<file path="src/rtl/requant_rr_scheduler.sv">
// Round-robin scheduler sharing one saturate/truncate requantizer S(NB_XI,NBF_XI) -> S(NB_XO,NBF_XO)
// between N_REQ valid/ready streams. Optional saturation event counter enabled by macro SAT_CNT_EN.
module requant_rr_scheduler #(
    parameter int N_REQ  = 4,
    parameter int NB_XI  = 20,
    parameter int NBF_XI = 12,
    parameter int NB_XO  = 8,
    parameter int NBF_XO = 6,
    parameter int NB_CNT = 16
) (
    input  logic                       clk,
    input  logic                       i_reset,
    input  logic [N_REQ-1:0]           i_valid,
    input  logic [N_REQ*NB_XI-1:0]     i_data,
    output logic [N_REQ-1:0]           o_ready,
    output logic                       o_valid,
    output logic [NB_XO-1:0]           o_data,
    output logic [$clog2(N_REQ)-1:0]   o_ch,
    output logic                       o_sat,
    input  logic                       i_ready
`ifdef SAT_CNT_EN
    ,
    output logic [NB_CNT-1:0]          o_sat_cnt
`endif
);

    localparam int CH_W  = $clog2(N_REQ);
    localparam int SHR   = (NBF_XI >= NBF_XO) ? (NBF_XI - NBF_XO) : 0;
    localparam int SHL   = (NBF_XO > NBF_XI) ? (NBF_XO - NBF_XI) : 0;
    localparam int NB_W  = NB_XI + NB_XO + NBF_XO + 1;

    typedef enum logic {
        EMPTY = 1'b0,
        FULL  = 1'b1
    } state_t;

    // Align the binary point (floor), then clamp to the output range; returns {sat, word}.
    // Range clamping is equivalent to checking the dropped integer bits against the sign bit.
    function automatic logic [NB_XO:0] requant(input logic [NB_XI-1:0] x);
        logic signed [NB_W-1:0] ext_v;
        logic signed [NB_W-1:0] al_v;
        logic signed [NB_W-1:0] max_v;
        logic signed [NB_W-1:0] min_v;
        logic        [NB_XO:0]  res_v;
        ext_v = {{(NB_W-NB_XI){x[NB_XI-1]}}, x};
        al_v  = (ext_v >>> SHR) <<< SHL;
        max_v = {{(NB_W-NB_XO+1){1'b0}}, {(NB_XO-1){1'b1}}};
        min_v = {{(NB_W-NB_XO+1){1'b1}}, {(NB_XO-1){1'b0}}};
        if (al_v > max_v) begin
            res_v = {1'b1, 1'b0, {(NB_XO-1){1'b1}}};
        end else if (al_v < min_v) begin
            res_v = {1'b1, 1'b1, {(NB_XO-1){1'b0}}};
        end else begin
            res_v = {1'b0, al_v[NB_XO-1:0]};
        end
        return res_v;
    endfunction

    state_t              state_r;
    state_t              state_s;
    logic [CH_W-1:0]     last_grant_r;
    logic [CH_W-1:0]     grant_idx_s;
    logic                grant_found_s;
    logic                can_load_s;
    logic                load_s;
    logic [NB_XI-1:0]    sel_word_s;
    logic [NB_XO:0]      rq_s;

    // Round-robin search starting one past the last granted channel; first valid wins.
    always_comb begin
        logic [CH_W-1:0] cand_v;
        grant_found_s = 1'b0;
        grant_idx_s   = '0;
        cand_v        = '0;
        for (int i = 1; i <= N_REQ; i++) begin
            cand_v        = CH_W'((int'(last_grant_r) + i) % N_REQ);
            grant_idx_s   = (!grant_found_s && i_valid[cand_v]) ? cand_v : grant_idx_s;
            grant_found_s = grant_found_s | i_valid[cand_v];
        end
    end

    // Grant qualification: the output register must be free or draining this cycle.
    always_comb begin
        can_load_s = (state_r == EMPTY) || i_ready;
        load_s     = can_load_s && grant_found_s && !i_reset;
        if (load_s) begin
            o_ready = {{(N_REQ-1){1'b0}}, 1'b1} << grant_idx_s;
        end else begin
            o_ready = '0;
        end
    end

    assign sel_word_s = i_data[grant_idx_s*NB_XI +: NB_XI];
    assign rq_s       = requant(sel_word_s);

    // Output stage next-state: a held word is released only when downstream accepts it.
    always_comb begin
        state_s = state_r;
        case (state_r)
            EMPTY:   state_s = load_s ? FULL : EMPTY;
            FULL:    state_s = (i_ready && !load_s) ? EMPTY : FULL;
            default: state_s = EMPTY;
        endcase
    end

    // State, arbitration pointer and output word registers.
    always_ff @(posedge clk) begin
        if (i_reset) begin
            state_r      <= EMPTY;
            last_grant_r <= CH_W'(N_REQ - 1);
            o_data       <= '0;
            o_ch         <= '0;
            o_sat        <= 1'b0;
        end else begin
            state_r <= state_s;
            if (load_s) begin
                last_grant_r <= grant_idx_s;
                o_data       <= rq_s[NB_XO-1:0];
                o_sat        <= rq_s[NB_XO];
                o_ch         <= grant_idx_s;
            end else begin
                last_grant_r <= last_grant_r;
                o_data       <= o_data;
                o_sat        <= o_sat;
                o_ch         <= o_ch;
            end
        end
    end

    assign o_valid = (state_r == FULL);

`ifdef SAT_CNT_EN
    logic [NB_CNT-1:0] sat_cnt_r;

    // Count saturated words as they leave; stick at all-ones instead of wrapping.
    always_ff @(posedge clk) begin
        if (i_reset) begin
            sat_cnt_r <= '0;
        end else if (o_valid && i_ready && o_sat && (sat_cnt_r != {NB_CNT{1'b1}})) begin
            sat_cnt_r <= sat_cnt_r + {{(NB_CNT-1){1'b0}}, 1'b1};
        end else begin
            sat_cnt_r <= sat_cnt_r;
        end
    end

    assign o_sat_cnt = sat_cnt_r;
`endif

endmodule
</file>
<file path="config.mk">
export PLATFORM = sky130hd
export DESIGN_NAME = requant_rr_scheduler
export DESIGN_NICKNAME = d
export VERILOG_FILES = /design/src/rtl/requant_rr_scheduler.sv
export SDC_FILE = /design/constraint.sdc
export NUM_CORES = 1
export LEC_CHECK = 0
export ABC_AREA = 1
export CORE_MARGIN = 2
export CORE_UTILIZATION = 40
export DETAILED_ROUTE_END_ITERATION = 10
export HOLD_SLACK_MARGIN = 0.12
export PLACE_DENSITY_LB_ADDON = 0.08
export SYNTH_ARGS = -nofsm -noshare
export SYNTH_HDL_FRONTEND = slang
export SYNTH_SLANG_ARGS = --single-unit
</file>
<file path="constraint.sdc">
create_clock -name clk -period 4.6 [get_ports clk]
set_input_delay 0.69 -clock clk [delete_from_list [all_inputs] [get_ports clk]]
set_output_delay 0.69 -clock clk [all_outputs]
set_load 0.02 [all_outputs]
</file>
==> out/results.ini <==
[final_layout]
layout_commonest_cell = nand2_1
layout-drive-gt1-share = 0.132
diodes = 0
final_cell_mix = nand2_1, clkdlybuf4s50_1, nand3_1
fin_cells = 406
syn2layout_area_growth_pct = 51.6
nets = 444
fin_util = 0.620
fillers = 392
stdcell_area_mm2 = 0.00244

[timing]
finalCritPeriodShare = 0.847
relSlewSlack = 0.674
setup_ws_ns = 0.704
max_freq_mhz = 257
fin_crit_ns = 3.90
finClkSkew_ns = 0.000942
holdWs_ns = 0.467
rsz0062_at_grt = no
setup_viol = 0
worstMarginPinSlew_ns = 0.489
maxSlewViolCount = 0
finalHoldViolCount = 0
final.setup.tns_ns = 0

[critical_path]
rrSetupSlack_ns = 1.62
cp-start-kind = input pin
crit_arrival_ns = 3.21
reg2reg_from = last_grant_r[0]$_SDFFE_PP1P_
critPathTopFamily = buffers and inverters
crit_path_end_kind = primary output
required_ns = 3.91
crit_buf_inv = 3
slowest_stage = clkdlybuf4s50_1
r2r_cells = 19
path_cells = clkdlybuf4s50_1 -> nand2_1 -> nand2_2 -> nand2_2 -> nand2_2 -> nor2_4 -> nand3_2 -> nand2_1 -> clkinv_1 -> nand2_1 -> nor2_1 -> clkdlybuf4s50_1
crit_path_max_fanout = 11
r2r-end = o_sat$_SDFFE_PP0P_
slowest_delay_ns = 0.54
crit_type = in -> out

[synthesis]
synth-adder-area-share = 0
synth_top_family_by_area = simple AND/OR/NAND/NOR gates
synthCells = 285
synth_edf_count = 0
synth_area_per_cell_um2 = 5.65
synth_nets = 372
ys_types = 24
synthSimpleGateAreaFrac = 0.525
yosysWarnings = 0
ys_seq_area_frac = 0.174
synth-xor-area-share = 0
syn_area_mm2 = 0.00161
synth-main-ff-cell = dfxtp_1
synth-compound-area-share = 0.172
synth-seq-cells = 14
yosys-mux-area-fraction = 0
async_reset_ff_frac = 0

[place]
dp_cells = 402
dp_slack_ns = 0.740
placed_area_mm2 = 0.00239
port_buffers = 78
post-dp-hpwl_mm = 3.47
place.gp.congestion = 0.831

[die]
rows = 23
io_pins = 103
die_area_mm2 = 0.00455
initial_utilization = 0.409
core-area_mm2 = 0.00394
die_h_um = 67.5
fp.dieW_um = 67.5

[hold_path]
holdPathStages = 2
whs_endpoint = o_ch[1]$_SDFFE_PP0P_
min_from = o_ch[1]$_SDFFE_PP0P_
hold_path_class = reg -> reg

[cts]
post_cts.repair.setup_buffers = 0
cts_tree = done
post_cts_resized = 0
cts_hold_buf = 0
cts-root-buf = clkbuf_8
cts_buffer_depth = 2
cts_sinks = 14
clkTransAtPathRegs_ns = 0.06
cts_made_buffers = 3
cts_max_level = 1
clk-insertion-delay-late_ns = 0.24

[drt]
initialDrtViolationCount = 149
post_drt_via_cell_ratio = 4.92
drc = 0
firstDrtPassIters = 5
wl_mm = 4.60
postRouteAntennaNets = 0
num_vias = 1998
wire_per_inst_um = 11.3

[global_routing]
grt_usage = 0.196
grt_max_degree = 28
grt_overflow = 0
grt_antenna_before_repair = 0
grt_pass1_vias = 1692
grt_pass1_wl_mm = 7.13

[power_and_ir_drop]
powerDensity_mw_per_mm2 = 893
p_leak_nw = 1.15
irDropWorstVdd_uv = 554
total_power_mw = 2.18

[status]
outcome = completed

[flow_run]
drv_cap = 0

-- routing by layer --
metal / wire length (µm) / part of all wire / track usage
met5: 0 / 0 / 0
met2: 2240 / 0.49 / 0.350
met3: 289 / 0.063 / 0.0317
met1: 2050 / 0.45 / 0.252
met4: 15 / 0.0033 / 0.0230
-- power breakdown --
part	total (mW)	switching, mW	internal, mW
logic	1.83	1.16	0.664
clock network	0.118	0.0424	0.0758
registers	0.235	0.0521	0.183
total	2.18	1.26	0.923
-- final cells by class --
class,count,area [µm²],share of cell area
multi-input cells,228,1120,0.459
repair buffers,82,811,0.332
flip-flops and latches,14,280,0.115
inverters,28,113,0.0461
well taps,50,62.6,0.0256
clock buffers,4,55.1,0.0225
-- state kept, by name, summed over array words and instances (netlist names) --
| name | cells |
|---|---|
| o_ch | 2 |
| last_grant_r | 2 |
| o_data | 8 |
| o_valid | 1 |
| o_sat | 1 |
-- Yosys cell counts (4+ instances only) --
master    count  share of area
dfxtp_1      14           0.17
nor2_1       26          0.061
inv_2         5          0.012
clkbuf_1      4         0.0093
o22ai_1       7          0.027
buf_2         5          0.016
a21oi_2       8          0.043
nand3_1      48           0.15
inv_1        21          0.049
nand2_2      17          0.066
o21ai_0      18          0.056
nand2_1      84           0.20
a21oi_1      10          0.031
-- how the worst max path moves through the flow --
stage,startpoint,endpoint,slack [ns],cells after the start
6_report,i_valid[2],o_ready[3],0.70,12
2_1_floorplan,i_valid[0],o_ready[1],1.76,11
3_5_place_dp,i_valid[2],o_ready[3],0.74,12
4_1_cts,i_valid[2],o_ready[3],0.70,12
5_1_grt,i_valid[2],o_ready[3],0.48,12
3_3_place_gp,i_valid[3],o_ready[3],0.76,12
-- worst reg2reg max path, delay by kind of cell (launching register included) --
| kind | cells | cell delay [ns] |
|---|---|---|
| flip-flops | 1 | 0.62 |
| AND/OR/NAND/NOR | 13 | 1.36 |
| buffers and inverters | 6 | 0.88 |
-- kinds of logic after synthesis --
| logic type | Yosys count |
|---|---|
| and+or+nand+nor | 183 |
| AOI/OAI and AO/OA | 45 |
| buffers and inverters | 43 |
| DFF | 14 |
No activity file was read; power rests on OpenSTA's default activity.
